[src/rtl/spi_mult_ctrl_if.sv]
`default_nettype none
// ============================================================================
// Module   : spi_mult_ctrl_if
// Purpose  : Frame-sequencer bus: conditioned SPI events in, datapath strobes out.
// Revision : 1.0
// ============================================================================
interface spi_mult_ctrl_if;
  logic cs_con;
  logic sclk_pos;
  logic sclk_neg;
  logic mult_done;
  logic a_en;
  logic b_en;
  logic mult_start;
  logic sr_we;
  logic miso_en;
  logic busy;
  logic err;

  // master: conditioners / multiplier side that feeds the sequencer
  modport master (
    output cs_con, sclk_pos, sclk_neg, mult_done,
    input  a_en, b_en, mult_start, sr_we, miso_en, busy, err
  );

  // slave: the sequencer itself
  modport slave (
    input  cs_con, sclk_pos, sclk_neg, mult_done,
    output a_en, b_en, mult_start, sr_we, miso_en, busy, err
  );
endinterface
`default_nettype wire

[src/rtl/spi_mult_ctrl.sv]
`default_nettype none
// ============================================================================
// Module   : spi_mult_ctrl
// Purpose  : Frame sequencer for the SPI 4x4 multiplier (operand capture,
//            multiply, product load and shift-out gating).
// Revision : 1.0
// ============================================================================
module spi_mult_ctrl #(
  parameter int FRAME_BITS = 8,
  parameter int TIMEOUT    = 16,
  parameter int TO_W       = 5
) (
  input  logic               clk,
  input  logic               reset_n,
  spi_mult_ctrl_if.slave     bus
);

  localparam int                CNT_W    = (FRAME_BITS > 1) ? $clog2(FRAME_BITS) : 1;
  localparam logic [CNT_W-1:0]  LAST_BIT = CNT_W'(FRAME_BITS - 1);
  localparam logic [TO_W-1:0]   TO_LAST  = TO_W'(TIMEOUT - 1);

  typedef enum logic [2:0] {
    IDLE  = 3'd0,
    GET_A = 3'd1,
    GET_B = 3'd2,
    START = 3'd3,
    WAIT  = 3'd4,
    LOAD  = 3'd5,
    SEND  = 3'd6,
    HOLD  = 3'd7
  } state_t;

  state_t           state;
  logic [CNT_W-1:0] bit_cnt;
  logic [TO_W-1:0]  to_cnt;
  logic             a_en;
  logic             b_en;
  logic             mult_start;
  logic             sr_we;
  logic             miso_en;
  logic             busy;
  logic             err;

  logic             byte_done;
  logic             cs_abort;
  logic [CNT_W-1:0] bit_next;

  assign byte_done = bus.sclk_pos && (bit_cnt == LAST_BIT);
  assign cs_abort  = (state != IDLE) && bus.cs_con;
  assign bit_next  = (bit_cnt == LAST_BIT) ? '0 : bit_cnt + CNT_W'(1);

  always_ff @(posedge clk or negedge reset_n) begin
    if (!reset_n) begin
      state      <= IDLE;
      bit_cnt    <= '0;
      to_cnt     <= '0;
      a_en       <= 1'b0;
      b_en       <= 1'b0;
      mult_start <= 1'b0;
      sr_we      <= 1'b0;
      miso_en    <= 1'b0;
      busy       <= 1'b0;
      err        <= 1'b0;
    end else begin
      a_en       <= 1'b0;
      b_en       <= 1'b0;
      mult_start <= 1'b0;
      sr_we      <= 1'b0;

      if (cs_abort) begin
        // CS released mid-sequence: only a frame parked in HOLD ended cleanly
        state   <= IDLE;
        busy    <= 1'b0;
        miso_en <= 1'b0;
        bit_cnt <= '0;
        to_cnt  <= '0;
        if (state != HOLD) begin
          err <= 1'b1;
        end
      end else begin
        case (state)
          IDLE: begin
            if (!bus.cs_con) begin
              state   <= GET_A;
              busy    <= 1'b1;
              bit_cnt <= '0;
              to_cnt  <= '0;
              err     <= 1'b0;
            end
          end

          GET_A: begin
            if (bus.sclk_pos) begin
              bit_cnt <= bit_next;
            end
            if (byte_done) begin
              a_en  <= 1'b1;
              state <= GET_B;
            end
          end

          GET_B: begin
            if (bus.sclk_pos) begin
              bit_cnt <= bit_next;
            end
            if (byte_done) begin
              b_en  <= 1'b1;
              state <= START;
            end
          end

          // START spans two cycles so operand B is settled a full cycle before mult_start
          START: begin
            if (bus.sclk_pos) begin
              err <= 1'b1;
            end
            if (!b_en) begin
              mult_start <= 1'b1;
              to_cnt     <= '0;
              state      <= WAIT;
            end
          end

          WAIT: begin
            if (bus.sclk_pos) begin
              err <= 1'b1;
            end
            if (bus.mult_done) begin
              sr_we   <= 1'b1;
              bit_cnt <= '0;
              to_cnt  <= '0;
              state   <= LOAD;
            end else if (to_cnt == TO_LAST) begin
              err    <= 1'b1;
              to_cnt <= '0;
              state  <= HOLD;
            end else begin
              to_cnt <= to_cnt + TO_W'(1);
            end
          end

          LOAD: begin
            if (bus.sclk_pos) begin
              err <= 1'b1;
            end
            bit_cnt <= '0;
            miso_en <= 1'b1;
            state   <= SEND;
          end

          SEND: begin
            if (bus.sclk_pos) begin
              bit_cnt <= bit_next;
            end
            if (byte_done) begin
              miso_en <= 1'b0;
              state   <= HOLD;
            end else begin
              miso_en <= miso_en | bus.sclk_neg;
            end
          end

          HOLD: begin
            miso_en <= 1'b0;
          end

          default: begin
            state <= IDLE;
          end
        endcase
      end
    end
  end

  assign bus.a_en       = a_en;
  assign bus.b_en       = b_en;
  assign bus.mult_start = mult_start;
  assign bus.sr_we      = sr_we;
  assign bus.miso_en    = miso_en;
  assign bus.busy       = busy;
  assign bus.err        = err;

endmodule
`default_nettype wire

[src/flat_wrapper.sv]
// flat-port wrapper written by rule: the top's interface ports become plain ports
module spi_mult_ctrl_flat 
#(
  parameter int FRAME_BITS = 8,
  parameter int TIMEOUT    = 16,
  parameter int TO_W       = 5
)
  (clk, reset_n, bus_cs_con, bus_sclk_pos, bus_sclk_neg, bus_mult_done, bus_a_en, bus_b_en, bus_mult_start, bus_sr_we, bus_miso_en, bus_busy, bus_err);
  spi_mult_ctrl_if bus_i ();
  input  logic clk;
  input  logic reset_n;
  input wire logic [$bits(bus_i.cs_con)-1:0] bus_cs_con;
  input wire logic [$bits(bus_i.sclk_pos)-1:0] bus_sclk_pos;
  input wire logic [$bits(bus_i.sclk_neg)-1:0] bus_sclk_neg;
  input wire logic [$bits(bus_i.mult_done)-1:0] bus_mult_done;
  output wire logic [$bits(bus_i.a_en)-1:0] bus_a_en;
  output wire logic [$bits(bus_i.b_en)-1:0] bus_b_en;
  output wire logic [$bits(bus_i.mult_start)-1:0] bus_mult_start;
  output wire logic [$bits(bus_i.sr_we)-1:0] bus_sr_we;
  output wire logic [$bits(bus_i.miso_en)-1:0] bus_miso_en;
  output wire logic [$bits(bus_i.busy)-1:0] bus_busy;
  output wire logic [$bits(bus_i.err)-1:0] bus_err;
  assign bus_i.cs_con = bus_cs_con;
  assign bus_i.sclk_pos = bus_sclk_pos;
  assign bus_i.sclk_neg = bus_sclk_neg;
  assign bus_i.mult_done = bus_mult_done;
  assign bus_a_en = bus_i.a_en;
  assign bus_b_en = bus_i.b_en;
  assign bus_mult_start = bus_i.mult_start;
  assign bus_sr_we = bus_i.sr_we;
  assign bus_miso_en = bus_i.miso_en;
  assign bus_busy = bus_i.busy;
  assign bus_err = bus_i.err;
  spi_mult_ctrl #(.FRAME_BITS(FRAME_BITS), .TIMEOUT(TIMEOUT), .TO_W(TO_W)) u_core (.clk(clk), .reset_n(reset_n), .bus(bus_i));
endmodule
[config.mk]
export PLATFORM = sky130hd
export DESIGN_NAME = spi_mult_ctrl_flat
export DESIGN_NICKNAME = d
export VERILOG_FILES = /design/src/rtl/spi_mult_ctrl_if.sv /design/src/rtl/spi_mult_ctrl.sv /design/src/flat_wrapper.sv
export SDC_FILE = /design/constraint.sdc
export NUM_CORES = 1
export LEC_CHECK = 0
export BUFFER_PORTS_ARGS = -buffer_cell sky130_fd_sc_hd__buf_2
export CAP_MARGIN = 15
export CORE_MARGIN = 8
export CORE_UTILIZATION = 35
export DETAILED_ROUTE_END_ITERATION = 10
export PLACE_DENSITY = 0.6
export SYNTH_ARGS = -nofsm -noshare
export SYNTH_HDL_FRONTEND = slang
export SYNTH_SLANG_ARGS = --single-unit
[constraint.sdc]
create_clock -name clk -period 2.65 [get_ports clk]
set_clock_uncertainty 0.15 [all_clocks]
set_input_delay 0.265 -clock clk [delete_from_list [all_inputs] [get_ports clk]]
set_output_delay 0.265 -clock clk [all_outputs]
set_load 0.03 [all_outputs]
* Word-level counts from Yosys, hierarchy flattened
Index checks and enable logic that the tools add are counted.
W data, S select, Z words.
** Operators by class
- Eq/ne operators :: 20
- Reduce and logical (&&, ||, !) cells :: 17
- Mux-type cells :: 45
- Bitwise gates (word level) :: 1
- Add/sub/neg operators :: 2
** Operators with widths (count)
- $mux W3 :: 13
- $mux W5 :: 5
- $mux W1 :: 22
- $pmux W3 S7 :: 1
- $eq A3 B3 Y1 const B :: 5
- $pmux W5 S3 :: 1
- $ne A3 B1 Y1 const B :: 4
- $pmux W3 S4 :: 1
- $reduce_bool A4 Y1 :: 3
- $reduce_bool A8 Y1 :: 1
- $reduce_and A7 Y1 :: 1
- $eq A3 B2 Y1 const B :: 2
- $ne A3 B2 Y1 const B :: 2
- $ne A3 B3 Y1 const B :: 2
- $pmux W1 S3 :: 2
- $reduce_and A3 Y1 :: 2
- $add A5 B1 Y5 const B :: 1
- $eq A5 B4 Y1 const B :: 1
- $reduce_bool A5 Y1 :: 1
- $ne A4 B2 Y1 const B :: 1
- $reduce_and A4 Y1 :: 1
- $add A3 B1 Y3 const B :: 1
- $eq A3 B1 Y1 const B :: 1
- $logic_not A3 Y1 :: 1
- other kinds (9) :: 10
** Storage, ports and cells
- Register bits :: 18
- Logic and storage cells :: 95
- Input bits :: 6

* Logic depth before layout (Yosys ltp)
- Word-level depth :: 5
- Mapped depth :: 10
- Mapped depth without buffers :: 7

* Worst setup path before layout
OpenSTA, ideal clock, no wires.
- Path type :: reg-to-reg
- Start point :: reg u_core.state[1]
- End point :: reg u_core.to_cnt[0]
- Cell stages (with the launch flop) :: 10
- Slack :: 163 ps
- Buffers on the path :: 3
- Period minus slack after synthesis :: 2487 ps
- Setup time :: 127 ps
- Data arrival time :: 2210 ps
- Required time :: 2373 ps
- Path through :: dfrtp_1 > buf_4 > clkbuf_1 > or3_1 > ha_1 > nor4bb_1 > o21a_1 > or2_1 > buf_2 > mux2_1
** On the way
- Cells in the longest elaborated chain, start to end :: 4
- Elaborated cells on any way between the ends :: 11
** Ends and longest elaborated chain
- start, declared :: RTL line spi_mult_ctrl.sv:33 : state_t state;
- start signal, assigned :: RTL line spi_mult_ctrl.sv:54 : state <= IDLE;
- start signal, assigned :: RTL line spi_mult_ctrl.sv:72 : state <= IDLE;
- start signal, assigned :: RTL line spi_mult_ctrl.sv:84 : state <= GET_A;
- $reduce_bool A3 Y1 :: RTL line spi_mult_ctrl.sv:49 : assign cs_abort = (state != IDLE) && bus.cs_con;
- $logic_and A1 B1 Y1 :: RTL line spi_mult_ctrl.sv:49
- $ne A3 B3 Y1 (no source line) (tied with other cells)
- $reduce_and A3 Y1 (no source line)
- end signal, assigned :: RTL line spi_mult_ctrl.sv:138 : to_cnt <= to_cnt + TO_W'(1);
- end, declared :: RTL line spi_mult_ctrl.sv:35 : logic [TO_W-1:0] to_cnt;
Several ways; a longest one is shown, not always the timed one.
A chain may end at the register's enable or synchronous reset.

* Worst setup path after layout
- Start point :: reg u_core.state[0]
- End point :: reg u_core.to_cnt[0]
The elaborated chain is that of the path after synthesis.

==> impl_metrics.py <==
metrics = {
    "run_status": {
        "outcome": "completed",
    },
    "logic_synthesis": {
        "synth.avg_cell_area_um2": 9.32,
        "synth-warning-count": 0,
        "yosysUniqueCellTypes": 40,
        "share_of_synthesized_registers_carrying_an_async_set_or_reset_pct": 100,
        "synth_edf_count": 0,
        "synth_seq_area_share_pct": 40.6,
        "syn-cell-area_um2": 1110,
        "netlist_instances": 119,
        "syn_nets": 130,
        "synth_seq_cells": 18,
        "dominantRegCellSynth": "sky130_fd_sc_hd__dfrtp_1",
    },
    "cells_and_area": {
        "syn2layout_area_growth_pct": 12.9,
        "final_nets": 145,
        "final.fill_count": 319,
        "final_area_um2": 1250,
        "insertedDiodeCount": 0,
        "layout-drive-gt1-share_pct": 16.7,
        "postLayoutCoreUtil_pct": 41.3,
    },
    "clocking": {
        "clock_tree.buffer_depth": 2,
        "clkLatencyLatePin_ns": 0.29,
        "cts_buffers": 3,
        "clock_tree.root_cell": "sky130_fd_sc_hd__clkbuf_4",
        "cts_max_level": 1,
        "clk_pin_slew_ns": 0.11,
        "clock_sinks": 18,
        "post_cts_resized": 0,
        "tritoncts": "done",
    },
    "worst_setup_path": {
        "critical_path.max_stage_delay_ns": 0.40,
        "critPathLaunchType": "register",
        "rrSetupSlack_ns": 0.34,
        "crit_path_cell_trace": "or3_1 -> ha_1 -> nor4bb_1 -> o21a_1 -> or2_1 -> mux2_1",
        "crit_type": "register to register",
        "timing.critical_path.slowest_stage_cell": "sky130_fd_sc_hd__or3_1",
        "worst_ep_required_time_ns": 2.69,
        "critical_path_peak_fanout": 5,
        "setup.worst_path.start": "u_core.state[0]$_DFFE_PN0P_",
        "timing.critical_path.to": "u_core.to_cnt[0]$_DFFE_PN0P_",
        "worst_r2r_startpoint": "u_core.state[0]$_DFFE_PN0P_",
        "timing.critical_path.arrival_ns": 2.34,
        "reg2reg_to": "u_core.to_cnt[0]$_DFFE_PN0P_",
        "reg2reg_depth": 6,
        "critical_path.endpoint_type": "register",
    },
    "power": {
        "switching_fraction_pct": 44.9,
        "power-per-cell-area_nw_per_um2": 950,
        "pwr-share-seq_pct": 31.6,
        "ir_worst_vdd_mv": 0.359,
        "clock_power_share_pct": 11.4,
        "leakage_nw": 0.586,
        "total_power_mw": 1.19,
        "power.switching_mw": 0.534,
        "combPwrFrac_pct": 57.0,
        "cell_internal_pwr_mw": 0.655,
    },
    "route": {
        "via_count": 927,
        "detail_route.wirelength_um": 2390,
        "average_detailed_routed_wire_length_per_instance_um": 13.6,
        "drc": 0,
        "vias_per_cell": 5.27,
        "first_iter_violations": 37,
        "ant_nets": 0,
        "detailedRoute.firstPassIterationCount": 4,
    },
    "sta": {
        "period_share_pct": 87.0,
        "fmaxAchievable_mhz": 434,
        "fin_crit_ns": 2.31,
        "worst_hold_slack_ns": 0.0746,
        "setup-violations-final": 0,
        "timing.final.max_slew_violations": 0,
        "hold_viol_final": 0,
        "timing_worst_slew_pin_value_ns": 0.427,
        "worst_slew_margin_rel_pct": 71.5,
        "rsz0062_at_grt": "false",
        "fin_tns_setup_ns": 0,
    },
    "worst_hold_path": {
        "hold_class": "input pin to register",
    },
    "floorplan": {
        "placementRows": 20,
        "die-area_um2": 5220,
        "boundaryPins": 13,
        "initial_core_utilization_pct": 36.6,
        "die_h_um": 72.3,
        "horizontal_die_dimension_um": 72.3,
        "core_box_area_um2": 3030,
    },
    "grt": {
        "grt.total_usage_pct": 9.67,
        "vias_in_the_first_global_route": 922,
        "antenna_found_initial": 0,
        "grt_first_pass_wirelength_um": 4060,
        "grt.overflow.total": 0,
        "grt_max_degree": 19,
    },
    "placed_design": {
        "hpwlAfterDp_um": 1790,
        "place_congestion": 0.802,
        "place.port_buffers": 12,
        "dpl-instance-area_um2": 1220,
    },
    "job": {
        "maxCapViolCount": 0,
    },
}
[cells in the mapped netlist, types with 2 or more instances]
| cell type | instances | area, um^2 |
|---|---|---|
| sky130_fd_sc_hd__ha_1 | 5 | 62.6 |
| sky130_fd_sc_hd__inv_1 | 8 | 30.0 |
| sky130_fd_sc_hd__a211o_1 | 2 | 17.5 |
| sky130_fd_sc_hd__nor2_1 | 9 | 33.8 |
| sky130_fd_sc_hd__a21oi_1 | 8 | 40.0 |
| sky130_fd_sc_hd__o21a_1 | 3 | 22.5 |
| sky130_fd_sc_hd__o21ai_0 | 5 | 25.0 |
| sky130_fd_sc_hd__nor4b_1 | 2 | 17.5 |
| sky130_fd_sc_hd__clkbuf_1 | 2 | 7.51 |
| sky130_fd_sc_hd__nand2b_1 | 4 | 25.0 |
| sky130_fd_sc_hd__buf_2 | 4 | 20.0 |
| sky130_fd_sc_hd__nand2_1 | 9 | 33.8 |
| sky130_fd_sc_hd__or2_1 | 2 | 12.5 |
| sky130_fd_sc_hd__nand3_1 | 2 | 10.0 |
| sky130_fd_sc_hd__mux2i_1 | 3 | 30.0 |
| sky130_fd_sc_hd__o31ai_1 | 2 | 15.0 |
| sky130_fd_sc_hd__o2111ai_1 | 2 | 17.5 |
| sky130_fd_sc_hd__nor4_1 | 4 | 25.0 |
| sky130_fd_sc_hd__dfrtp_1 | 18 | 450 |
| sky130_fd_sc_hd__nor2b_1 | 3 | 18.8 |
| sky130_fd_sc_hd__nor3b_1 | 2 | 15.0 |
| sky130_fd_sc_hd__mux2_1 | 2 | 22.5 |
[layer usage]
layer / GRT usage [%] / vias to the layer above / routed length (um)
met3: 1.79 / 4 / 63
met4: 4.54 / 0 / 33
met5: 0 / - / 0
met1: 11.8 / 453 / 1150
li1: - / 459 / -
met2: 15.9 / 11 / 1140
[final cells by class]
cell class / count / area, um^2 / area share (%)
clock buffer: 3 / 22.5 / 1.80
inverter: 8 / 30.0 / 2.40
multi-input combinational: 86 / 593 / 47.4
sequential: 18 / 450 / 36.0
tap: 44 / 55.1 / 4.40
timing repair buffer: 17 / 100 / 8.00
[metrics by stage]
step | cells | setup slack (ns)
after floorplan | 119 | 0.163
after global placement | 172 | 0.445
after detailed placement | 172 | 0.338
after CTS | 176 | 0.339
after global routing | 176 | 0.228
final | 176 | 0.343
[repair_timing]
item                                   CTS  global route
hold buffers                             1             0
buffers inserted                         0             0
setup endpoints to repair                0             0
endpoints found under the hold margin   18             0
[logic make-up (layout without fill, tap and decap cells)]
group | count (synthesis) | count (layout) | synth area share (%)
simple gates | 46 | 46 | 24.3
compound gates | 30 | 30 | 18.8
flops | 18 | 18 | 40.6
buf+inv | 15 | 28 | 5.87
fa+ha+maj | 5 | 5 | 5.64
mux | 5 | 5 | 4.74
[power by group through the flow]
| stage | clock [mW] | sequential (mW) | combinational (mW) |
|---|---|---|---|
| 3_5_place_dp | 0 | 0.381 | 0.680 |
| 3_3_place_gp | 0 | 0.376 | 0.673 |
| 2_1_floorplan | 0 | 0.439 | 0.467 |
| 4_1_cts | 0.144 | 0.376 | 0.682 |
| 6_report | 0.136 | 0.375 | 0.678 |
| 5_1_grt | 0.153 | 0.385 | 0.755 |
[worst min path at each step]
stage                             start                             to  cells after the start
final                     bus_mult_done     u_core.bus.sr_we$_DFF_PN0_                      2
after global routing      bus_mult_done     u_core.bus.sr_we$_DFF_PN0_                      2
after CTS                 bus_mult_done     u_core.bus.sr_we$_DFF_PN0_                      2
after detailed placement        reset_n  u_core.bit_cnt[2]$_DFFE_PN0P_                      1
after global placement          reset_n  u_core.bit_cnt[2]$_DFFE_PN0P_                      1
after floorplan                 reset_n  u_core.bit_cnt[0]$_DFFE_PN0P_                      0
[layout by cell type, fill, tap and decap left out, drive strengths merged, types with 4 or more instances in the layout]
cell type,count
a21oi,8
buf,16
dfrtp,18
ha,5
inv,8
nand2,9
nand2b,4
nor2,9
nor4,4
o21ai,5
[worst max-delay path, delay by kind of cell, from the launching register on]
kind / cells / cell delay, ns
AO/OA/AOI/OAI: 1 / 0.21
multiplexers: 1 / 0.34
AND/OR/NAND/NOR: 3 / 0.89
adder cells (fa/ha/maj): 1 / 0.24
flip-flops: 1 / 0.39
[sequential cells by signal (all words and copies together), names as in the netlist]
| name | flops |
|---|---|
| u_core.bit_cnt | 3 |
| u_core.bus.a_en | 1 |
| u_core.bus.b_en | 1 |
| u_core.bus.busy | 1 |
| u_core.bus.err | 1 |
| u_core.bus.miso_en | 1 |
| u_core.bus.mult_start | 1 |
| u_core.bus.sr_we | 1 |
| u_core.state | 3 |
| u_core.to_cnt | 5 |
Note: power is estimated with default switching activity, not from simulation.
